$ cat config.mk
export PLATFORM = sky130hd
export DESIGN_NAME = memory_access_controller_flat
export DESIGN_NICKNAME = d
export VERILOG_FILES = /design/src/rtl/memory_access_controller_if.sv /design/src/rtl/memory_access_controller.sv /design/src/flat_wrapper.sv
export SDC_FILE = /design/constraint.sdc
export NUM_CORES = 1
export LEC_CHECK = 0
export BUFFER_PORTS_ARGS = -buffer_cell sky130_fd_sc_hd__buf_2
export CAP_MARGIN = 10
export CORE_MARGIN = 3
export CORE_UTILIZATION = 40
export DETAILED_ROUTE_END_ITERATION = 10
export HOLD_SLACK_MARGIN = 0.15
export PLACE_DENSITY = 0.7
export SLEW_MARGIN = 15
export SYNTH_ARGS = -nofsm -noshare
export SYNTH_HDL_FRONTEND = slang
export SYNTH_SLANG_ARGS = --single-unit
$ cat constraint.sdc
create_clock -name clk -period 8.23 [get_ports clk]
set_input_delay 0 -clock clk [delete_from_list [all_inputs] [get_ports clk]]
set_output_delay 0 -clock clk [all_outputs]
set_load 0.05 [all_outputs]
$ cat src/rtl/memory_access_controller_if.sv
// Request/response and data-memory signal bundle for memory_access_controller.
// Latency: none, pure wiring.
// Backpressure: ReqValid/ReqReady handshake, Busy mirrors the controller stall.
interface memory_access_controller_if;
  logic        ReqValid;
  logic        ReqWrite;
  logic        ReqWide;
  logic [31:0] ReqAddress;
  logic [31:0] ReqData;
  logic        ReqReady;
  logic        RespValid;
  logic [31:0] RespData;
  logic        RespFault;
  logic        Busy;
  logic [31:0] MemAddress;
  logic [15:0] MemDataIn;
  logic        MemRead;
  logic        MemWrite;
  logic [15:0] MemDataOut;

  // Controller side
  modport slave (
    input  ReqValid, ReqWrite, ReqWide, ReqAddress, ReqData, MemDataOut,
    output ReqReady, RespValid, RespData, RespFault, Busy,
           MemAddress, MemDataIn, MemRead, MemWrite
  );

  // Pipeline plus data memory side
  modport master (
    output ReqValid, ReqWrite, ReqWide, ReqAddress, ReqData, MemDataOut,
    input  ReqReady, RespValid, RespData, RespFault, Busy,
           MemAddress, MemDataIn, MemRead, MemWrite
  );
endinterface

$ cat src/rtl/memory_access_controller.sv
// Splits 16/32-bit pipeline loads/stores into 16-bit data-memory accesses.
// Latency: response 2 cycles after accept (narrow), 3 (wide), 1 for a rejected request.
// Backpressure: ReqReady only in IDLE; Busy stalls the pipeline otherwise.
// Optional feature: define ADDR_CHECK_EN to reject addresses outside 0..0x7FF.
module memory_access_controller (
  input logic clk,
  input logic rst,
  memory_access_controller_if.slave bus
);

  typedef enum logic [1:0] {
    IDLE = 2'd0,
    ACC0 = 2'd1,
    ACC1 = 2'd2,
    DONE = 2'd3
  } state_t;

  state_t      state;

  // Request captured at acceptance
  logic        lat_write;
  logic        lat_wide;
  logic [31:0] lat_addr;
  logic [15:0] lat_lo;

  // Word read during ACC0, forms the high half of a wide load
  logic [15:0] first_word;

  // Registered outputs
  logic        resp_valid;
  logic [31:0] resp_data;
  logic        mem_read;
  logic        mem_write;
  logic [31:0] mem_addr;
  logic [15:0] mem_din;

`ifdef ADDR_CHECK_EN
  logic resp_fault;
  logic req_bad;

  // The data memory spans 0..0x7FF; a wide access at 0x7FF would run past it
  assign req_bad = (bus.ReqAddress > 32'h0000_07FF) ||
                   (bus.ReqWide && (bus.ReqAddress == 32'h0000_07FF));
  assign bus.RespFault = resp_fault;
`else
  assign bus.RespFault = 1'b0;
`endif

  // Ready is state based; held low while reset is asserted
  assign bus.ReqReady   = (state == IDLE) && !rst;
  assign bus.Busy       = (state != IDLE);
  assign bus.RespValid  = resp_valid;
  assign bus.RespData   = resp_data;
  assign bus.MemRead    = mem_read;
  assign bus.MemWrite   = mem_write;
  assign bus.MemAddress = mem_addr;
  assign bus.MemDataIn  = mem_din;

  // Access sequencer: state, memory strobes and response, all registered
  always_ff @(posedge clk or posedge rst) begin
    if (rst) begin
      state      <= IDLE;
      lat_write  <= 1'b0;
      lat_wide   <= 1'b0;
      lat_addr   <= 32'h0;
      lat_lo     <= 16'h0;
      first_word <= 16'h0;
      resp_valid <= 1'b0;
      resp_data  <= 32'h0;
      mem_read   <= 1'b0;
      mem_write  <= 1'b0;
      mem_addr   <= 32'h0;
      mem_din    <= 16'h0;
`ifdef ADDR_CHECK_EN
      resp_fault <= 1'b0;
`endif
    end else begin
      case (state)
        IDLE: begin
          if (bus.ReqValid) begin
            lat_write <= bus.ReqWrite;
            lat_wide  <= bus.ReqWide;
            lat_addr  <= bus.ReqAddress;
            lat_lo    <= bus.ReqData[15:0];
            resp_data <= 32'h0;
`ifdef ADDR_CHECK_EN
            if (req_bad) begin
              // Rejected: straight to the response, memory untouched
              state      <= DONE;
              resp_valid <= 1'b1;
              resp_fault <= 1'b1;
            end else begin
`endif
              state     <= ACC0;
              mem_addr  <= bus.ReqAddress;
              // Big-endian: a wide access starts with the high half
              mem_din   <= bus.ReqWide ? bus.ReqData[31:16] : bus.ReqData[15:0];
              mem_write <= bus.ReqWrite;
              mem_read  <= !bus.ReqWrite;
`ifdef ADDR_CHECK_EN
            end
`endif
          end
        end

        ACC0: begin
          if (!lat_write) begin
            first_word <= bus.MemDataOut;
          end
          if (lat_wide) begin
            // Second half goes to the next word address, wrapping at 2^32
            state   <= ACC1;
            mem_addr <= lat_addr + 32'd1;
            mem_din  <= lat_lo;
          end else begin
            state      <= DONE;
            mem_read   <= 1'b0;
            mem_write  <= 1'b0;
            resp_valid <= 1'b1;
            resp_data  <= lat_write ? 32'h0 : {16'h0000, bus.MemDataOut};
          end
        end

        ACC1: begin
          state      <= DONE;
          mem_read   <= 1'b0;
          mem_write  <= 1'b0;
          resp_valid <= 1'b1;
          resp_data  <= lat_write ? 32'h0 : {first_word, bus.MemDataOut};
        end

        DONE: begin
          state      <= IDLE;
          resp_valid <= 1'b0;
`ifdef ADDR_CHECK_EN
          resp_fault <= 1'b0;
`endif
        end

        default: begin
          state     <= IDLE;
          mem_read  <= 1'b0;
          mem_write <= 1'b0;
        end
      endcase
    end
  end

endmodule

$ cat src/flat_wrapper.sv
// flat-port wrapper written by rule: the top's interface ports become plain ports
module memory_access_controller_flat 
  (clk, rst, bus_ReqValid, bus_ReqWrite, bus_ReqWide, bus_ReqAddress, bus_ReqData, bus_MemDataOut, bus_ReqReady, bus_RespValid, bus_RespData, bus_RespFault, bus_Busy, bus_MemAddress, bus_MemDataIn, bus_MemRead, bus_MemWrite);
  memory_access_controller_if bus_i ();
  input logic clk;
  input logic rst;
  input wire logic [$bits(bus_i.ReqValid)-1:0] bus_ReqValid;
  input wire logic [$bits(bus_i.ReqWrite)-1:0] bus_ReqWrite;
  input wire logic [$bits(bus_i.ReqWide)-1:0] bus_ReqWide;
  input wire logic [$bits(bus_i.ReqAddress)-1:0] bus_ReqAddress;
  input wire logic [$bits(bus_i.ReqData)-1:0] bus_ReqData;
  input wire logic [$bits(bus_i.MemDataOut)-1:0] bus_MemDataOut;
  output wire logic [$bits(bus_i.ReqReady)-1:0] bus_ReqReady;
  output wire logic [$bits(bus_i.RespValid)-1:0] bus_RespValid;
  output wire logic [$bits(bus_i.RespData)-1:0] bus_RespData;
  output wire logic [$bits(bus_i.RespFault)-1:0] bus_RespFault;
  output wire logic [$bits(bus_i.Busy)-1:0] bus_Busy;
  output wire logic [$bits(bus_i.MemAddress)-1:0] bus_MemAddress;
  output wire logic [$bits(bus_i.MemDataIn)-1:0] bus_MemDataIn;
  output wire logic [$bits(bus_i.MemRead)-1:0] bus_MemRead;
  output wire logic [$bits(bus_i.MemWrite)-1:0] bus_MemWrite;
  assign bus_i.ReqValid = bus_ReqValid;
  assign bus_i.ReqWrite = bus_ReqWrite;
  assign bus_i.ReqWide = bus_ReqWide;
  assign bus_i.ReqAddress = bus_ReqAddress;
  assign bus_i.ReqData = bus_ReqData;
  assign bus_i.MemDataOut = bus_MemDataOut;
  assign bus_ReqReady = bus_i.ReqReady;
  assign bus_RespValid = bus_i.RespValid;
  assign bus_RespData = bus_i.RespData;
  assign bus_RespFault = bus_i.RespFault;
  assign bus_Busy = bus_i.Busy;
  assign bus_MemAddress = bus_i.MemAddress;
  assign bus_MemDataIn = bus_i.MemDataIn;
  assign bus_MemRead = bus_i.MemRead;
  assign bus_MemWrite = bus_i.MemWrite;
  memory_access_controller u_core (.clk(clk), .rst(rst), .bus(bus_i));
endmodule
==> results of run 1 <==
-- cell type report --
type                       instances  share of cell area
timing repair buffer             258               0.184
clock inverter                    12              0.0215
clock buffer                      18              0.0469
inverter                           6             0.00294
antenna                            2            0.000535
sequential                       151               0.404
multi-input combinational        429               0.311
tap                              220              0.0294
-- cells by family after synthesis --
group                      after synthesis  share of synthesized area
AOI/OAI and AO/OA                      134                      0.109
xor gates and xnor gates                30                     0.0382
adders and majority gates                7                     0.0127
buffers and inverters                   46                     0.0296
DFF                                    151                      0.549
muxes                                   86                      0.137
other                                    1                   0.000545
and+or+nand+nor                        171                      0.124
-- path summary, 6_finish.rpt --
kind                                         start                   endpoint  slack [ps]  cells past startpoint
min reg2reg                u_core.bus.RespData[20]    u_core.bus.RespData[20]         480                      2
max reg2reg                        u_core.state[1]  u_core.bus.MemAddress[20]        4910                      9
min                                    bus_ReqWide            u_core.lat_wide         250                      2
min in group asynchronous                      rst     u_core.bus.RespData[7]         270                      3
max in group asynchronous                      rst    u_core.bus.MemDataIn[5]        6510                      4
max                                u_core.state[1]  u_core.bus.MemAddress[20]        4910                      9
-- power groups by stage --
stage                     Combinational [W]  Clock [W]  Sequential (W)
after global placement              0.00190          0         0.00135
after global routing                0.00211   0.000899         0.00140
after detailed placement            0.00193          0         0.00135
after floorplan                    0.000943          0         0.00192
after CTS                           0.00197   0.000865         0.00135
final                               0.00194   0.000847         0.00135
-- per-stage QoR --
stage	worst slack, ps	power [W]	utilization
6_report	4910	0.00414	0.560
5_1_grt	4540	0.00441	0.560
4_1_cts	4830	0.00418	0.560
3_5_place_dp	4850	0.00329	0.472
3_3_place_gp	5020	0.00324	0.472
2_1_floorplan	4170	0.00286	-
-- layer usage --
metal | wire length [um] | up-vias | global-route usage | part of all wire
li1 | - | 2671 | - | -
met1 | 7450 | 2675 | 0.234 | 0.44
met2 | 8020 | 190 | 0.286 | 0.47
met3 | 1200 | 26 | 0.0577 | 0.070
met4 | 330 | 0 | 0.0626 | 0.019
met5 | 0 | - | 0 | 0
-- flip-flops by register name, summed over array words and instances (netlist names) --
signal and flops:
u_core.lat_wide 1, u_core.lat_write 1, u_core.bus.MemDataIn 16, u_core.bus.MemWrite 1, u_core.lat_addr 32, u_core.bus.MemAddress 32, u_core.bus.MemRead 1, u_core.first_word 16
u_core.lat_lo 16, u_core.bus.RespValid 1, u_core.bus.RespData 32, u_core.state 2
-- synthesized netlist by cell type (all sizes together) --
| library cell | n |
|---|---|
| dfrtp | 151 |
| inv | 6 |
| mux2 | 66 |
| a21oi | 40 |
| nand4 | 14 |
| nand2b | 2 |
| nor3b | 20 |
| nand2 | 74 |
| xnor2 | 9 |
| a22o | 16 |
| o21ai | 70 |
| a211oi | 1 |
| clkbuf | 19 |
| xor2 | 21 |
| nor2 | 33 |
| o31ai | 3 |
| mux2i | 20 |
| a21o | 1 |
| nor2b | 4 |
| nand3 | 12 |
| or2 | 1 |
| and3 | 2 |
| conb | 1 |
| and4 | 3 |
| or3 | 1 |
| a22oi | 2 |
| nor3 | 2 |
| buf | 21 |
| and2 | 1 |
| o21a | 1 |
| ha | 7 |
| nor4 | 2 |
-- critical path: stages (launching register included) --
cell	delay, ps
sky130_fd_sc_hd__dfrtp_1	430
sky130_fd_sc_hd__inv_1	130
sky130_fd_sc_hd__ha_2	630
sky130_fd_sc_hd__buf_4	490
sky130_fd_sc_hd__nor2b_1	230
sky130_fd_sc_hd__or3_2	140
sky130_fd_sc_hd__buf_4	680
sky130_fd_sc_hd__nor3b_1	130
sky130_fd_sc_hd__a21oi_1	160
sky130_fd_sc_hd__o21ai_1	80
-- what timing repair did --
item                                   CTS  global route
hold buffers                            83             0
endpoints found under the hold margin  207             0
setup buffers                            0             0
==> implementation parameters, run 1 <==
Parameter                              Value

Finish
  Synthesis-to-layout area growth    35.9%
  Post-route cell area    slightly above 9000 um^2
  Total area of multi-input combinational cells    between 2000 and 3000 um^2
  Total Nets Final    around 960
  Fraction of final layout cells with drive strength greater than 1    0.322
  Filler-free cell count of the finished design    1096
  Most common cell after layout, fill and taps aside    sky130_fd_sc_hd__buf_2
  Most used cells in the layout excluding fill and tap cells    sky130_fd_sc_hd__buf_2, sky130_fd_sc_hd__dfrtp_1, sky130_fd_sc_hd__dlygate4sd3_1
  Area occupied by registers    between 3000 and 4000 um^2
  Filler cell count in the final layout    1431

STA
  Fraction of the cycle the final worst path needs    0.403
  Final hold violation count    0
  Post-route worst hold slack    around 250 ps
  Clk_skew    8.73 ps
  Maximum operating frequency    roughly 0.30 GHz
  Transition time at the pin with the least slew margin    between 1000 and 1500 ps
  Unrepaired setup endpoints after global routing    no
  Final max-slew violation count    0
  Final setup violation count    0
  Setup_tns    0 ps
  Max-slew headroom at the worst pin    0.331
  Post-layout minimum cycle time    approximately 3300 ps

Route
  Count of vias placed by the detailed router    about 5600
  Number of remaining DRC errors    0
  Overall routed net length    around 17 mm
  Number of design-rule violations left by the first detailed-router iteration    ~190
  Vias/cell    between 5 and 6
  WL/cell    15.5 um
  Detailed Routing Iterations Pass 1    4
  Routed Antenna Nets    0

Pwr
  Clock share of power    0.204
  Pint    between 0.002 and 0.0025 W
  Proportion of total power due to net switching    0.452
  Logic pwr share    0.469
  NetSw    between 0.0015 and 0.002 W
  Lkg Pwr    approximately 4.3 nW
  Reg power frac    0.327
  Peak ir drop on the vdd network    roughly 0.25 mV
  Cell area power density    approximately 440 nW/um^2

Synth
  Distinct cell type count of the synthesized netlist    39
  Part of the Yosys area used for sequential elements    0.549
  Area share of the leading cell type in the synthesized netlist    0.549
  Net count after synthesis    718
  Dominant cells by area after synthesis    sky130_fd_sc_hd__dfrtp_1, sky130_fd_sc_hd__mux2_2, sky130_fd_sc_hd__o21ai_1
  Average cell area after synthesis    about 11 um^2
  Number of synthesized register bits    between 150 and 200
  Number of cells produced by synthesis    626
  Library cell with the largest summed area after synthesis    sky130_fd_sc_hd__dfrtp_1
  Warnings, synthesis    0
  Netlist area before placement    between 6000 and 7000 um^2

Placement
  Count of placed standard cells including taps    just under 1000
  Placement Cell Area    between 7000 and 8000 um^2
  Quantity of I/O buffers inserted on ports    approximately 170
  Final GP Congestion    about 0.76
  Detailed placer's ending HPWL    around 11 mm

Floorplanning
  Die H    137 um
  Count of standard-cell rows    47
  Die Footprint    18800 um^2
  Initial core utilization    0.412
  Horizontal die dimension    137 um
  Floorplan Core Area    16700 um^2
  IO Count    ~170

Critical path
  Startpoint type of the worst setup path    register
  Type of element capturing the critical path    register
  Category of the critical setup timing path    reg -> reg
  Worst path required time    8490 ps
  Biggest fanout along the worst timing path    95
  Data arrival time of the critical path    3580 ps

CTS
  # H-tree levels    4
  CTS resizes    0
  Num CTS Buffers    17
  CTS Root Cell    sky130_fd_sc_hd__clkbuf_16
  Clock latency on the worst-skew pair    roughly 400 ps
  CTS Buffer Depth    2
  Clock edge transition at the registers on the reported setup and hold paths    roughly 60 ps
  TritonCTS clock tree    done
  CTS sink count    151

Min path
  Worst hold path type    in -> reg

GRT
  Wire length of the first global-routing pass    ~27 mm
  Pin count of the biggest net entering global routing    96
  Number of global-route vias before repair    between 5000 and 6000
  Initial antenna violation count    2
  Grt total ovfl    0
  Overall track demand over capacity in global routing    0.181

Run
  Maximum Capacitance Violations    0

Run status
  Run status    completed
Power figures use the tool's default switching activity.
==> inputs of run 2 (changes only) <==
clock period = 3.1 ns   (was 8.23 ns; I/O delays follow)
==> run 2 against run 1 <==
Sequential share of layout area hardly changed; via count fell by 1.4%; core utilization barely moved.
==> implementation parameters, run 2 (synthesis gave the netlist of run 1 again) <==
Parameter                              Value

GRT
  Overall track demand over capacity in global routing    0.178 (-0.00219)
  Number of global-route vias before repair    5293 (-2.5%)
  Grt total ovfl    0 (unchanged)
  Initial antenna violation count    0 (-2)
  Pin count of the biggest net entering global routing    152 (+58%)
  Met2 track demand over resource    0.270 (-0.0161)
  Met3 usage    0.0519 (-0.00584)
  Wire length of the first global-routing pass    26.5 mm (-1.9%)
  Grt peak-use layer    met2
  Global routing met1 resource utilization    0.244 (+0.00964)

Floorplanning
  Count of standard-cell rows    47 (unchanged)
  Horizontal die dimension    137 um (unchanged)
  Die H    137 um (unchanged)
  Initial core utilization    0.412 (unchanged)
  Die Footprint    18800 um^2 (unchanged)
  Floorplan Core Area    16700 um^2 (unchanged)
  IO Count    171 (unchanged)

Critical path
  Biggest fanout along the worst timing path    95 (unchanged)
  Data arrival time of the critical path    2880 ps (-700 ps)
  Category of the critical setup timing path    reg -> reg
  Startpoint type of the worst setup path    register
  Top delay family on crit path    simple AND/OR/NAND/NOR gates
  Largest stage delay on the critical path    460 ps (-220 ps)
  CP Cell Sequence    inv_1 -> ha_1 -> nor2b_1 -> or3_2 -> buf_4 -> nor3b_1 -> a21oi_1 -> o21ai_1
  Type of element capturing the critical path    register
  Cell type of the slowest stage on the worst timing path    sky130_fd_sc_hd__or3_2
  Critical path launch point    u_core.state[0]
  Worst path required time    3440 ps (-5050 ps)
  Number of buffers and inverters on the critical path    2 (-1)
  Critical register-to-register path startpoint    u_core.state[0]

Run status
  Run status    completed

Finish
  Most common cell after layout, fill and taps aside    sky130_fd_sc_hd__buf_2
  Filler-free cell count of the finished design    1100 (+0.36%)
  Synthesis-to-layout area growth    35.8% (about the same)
  Fraction of final layout cells with drive strength greater than 1    0.326 (+0.00463)
  Post-route cell area    9350 um^2 (about the same)
  Filler cell count in the final layout    1406 (-1.7%)
  Total Nets Final    959 (+0.42%)
  Most used cells in the layout excluding fill and tap cells    sky130_fd_sc_hd__buf_2, sky130_fd_sc_hd__dfrtp_1, sky130_fd_sc_hd__dlygate4sd3_1
  Number of antenna repair diodes    0 (-2)

CTS
  CTS sink count    151 (unchanged)
  Number of buffers added for setup after CTS    0 (unchanged)
  Clock latency on the worst-skew pair    420 ps (about the same)
  # H-tree levels    4 (unchanged)
  CTS Root Cell    sky130_fd_sc_hd__clkbuf_16
  Num CTS Buffers    17 (unchanged)
  TritonCTS clock tree    done
  CTS Buffer Depth    2 (unchanged)
  Clock edge transition at the registers on the reported setup and hold paths    70 ps (about the same)

Pwr
  Peak ir drop on the vdd network    0.754 mV (+200%)
  Cell area power density    1160 nW/um^2 (+160%)
  Lkg Pwr    4.33 nW (about the same)

Route
  Overall routed net length    16.7 mm (-2.0%)
  Count of vias placed by the detailed router    5483 (-1.4%)
  Vias/cell    4.98 (-1.8%)
  Detailed Routing Iterations Pass 1    4 (unchanged)
  Number of design-rule violations left by the first detailed-router iteration    288 (+55%)
  WL/cell    15.1 um (-2.4%)
  Number of remaining DRC errors    0 (unchanged)
  Routed Antenna Nets    0 (unchanged)

STA
  Setup_tns    0 ps (unchanged)
  Transition time at the pin with the least slew margin    926 ps (-75.2 ps)
  Unrepaired setup endpoints after global routing    no
  Maximum operating frequency    0.395 GHz (+31%)
  Clk_skew    11.1 ps (+2.37 ps)
  Final max-slew violation count    0 (unchanged)
  Max-slew headroom at the worst pin    0.383 (+0.0520)
  Post-layout minimum cycle time    2530 ps (-786 ps)
  Final hold violation count    0 (unchanged)
  Fraction of the cycle the final worst path needs    0.817 (+0.414)
  Final setup violation count    0 (unchanged)

Placement
  Detailed placer's ending HPWL    10.6 mm (-3.5%)
  Placement Cell Area    7940 um^2 (+0.68%)
  Final GP Congestion    0.770 (+0.96%)
  Count of placed standard cells including taps    985 (+0.41%)
  Quantity of I/O buffers inserted on ports    169 (unchanged)

Run
  Maximum Capacitance Violations    0 (unchanged)

Min path
  Worst hold path type    in -> reg
  Worst Min Path Start    bus_ReqWide
==> run 2: changes by cell type in the layout (fill, tap and decap cells not counted) <==
cell,before,now
sky130_fd_sc_hd__clkinv_2,2,0
sky130_fd_sc_hd__inv_8,0,4
sky130_fd_sc_hd__diode_2,2,0
sky130_fd_sc_hd__clkbuf_8,1,0
sky130_fd_sc_hd__buf_4,6,8
sky130_fd_sc_hd__buf_12,0,2
sky130_fd_sc_hd__bufinv_16,5,1
sky130_fd_sc_hd__inv_6,2,3
sky130_fd_sc_hd__clkinv_4,2,5
sky130_fd_sc_hd__clkinvlp_4,2,3
==> run 2: final timing paths <==
path,endpoint,slack (ps),cells after the start
worst max-delay path,u_core.bus.MemAddress[9],570,8
worst max register to register,u_core.bus.MemAddress[9],570,8
min in group asynchronous,u_core.bus.RespData[11],340,4
worst min-delay path,u_core.lat_wide,230,2
max in group asynchronous,u_core.first_word[15],2100,4
worst min register to register,u_core.bus.MemDataIn[12],480,2
==> run 2: metrics by stage <==
step	hold WS [ps]	utilization	power, W	worst slack (ps)
finish	233	0.560	0.0108	567
global route	225	0.560	0.0115	326
CTS	201	0.560	0.0109	600
detailed placement	231	0.475	0.00876	623
global placement	223	0.475	0.00866	658
floorplan	98.2	-	0.00760	1130
==> run 2: power breakdown <==
| part | leakage, nW | switching (W) | internal (W) |
|---|---|---|---|
| combinational | 2.17 | 0.00352 | 0.00170 |
| clock | 0.282 | 0.000888 | 0.00114 |
| sequential | 1.88 | 0.000645 | 0.00292 |
| total | 4.33 | 0.00505 | 0.00576 |
==> run 2: routing by layer <==
| metal | up-vias | routed length, um | part of all wire |
|---|---|---|---|
| li1 | 2673 | - | - |
| met1 | 2619 | 7640 | 0.46 |
| met2 | 165 | 7620 | 0.46 |
| met3 | 26 | 1020 | 0.061 |
| met4 | 0 | 376 | 0.023 |
| met5 | - | 0 | 0 |
==> run 2: area by class of cell <==
type                            count  area, um^2  share of cell area
Multi-Input combinational cell    429        2910               0.311
Clock inverter                     15         160              0.0171
Inverter                            6        26.3             0.00281
Tap cell                          220         275              0.0294
Timing Repair Buffer              262        1780               0.190
Sequential cell                   151        3780               0.404
Clock buffer                       17         425              0.0455
==> run 2: repair_timing <==
item,in CTS,in global routing
resized for setup,0,0
hold buffers,83,0
endpoints found under the hold margin,284,0
endpoints found under the setup margin,0,0
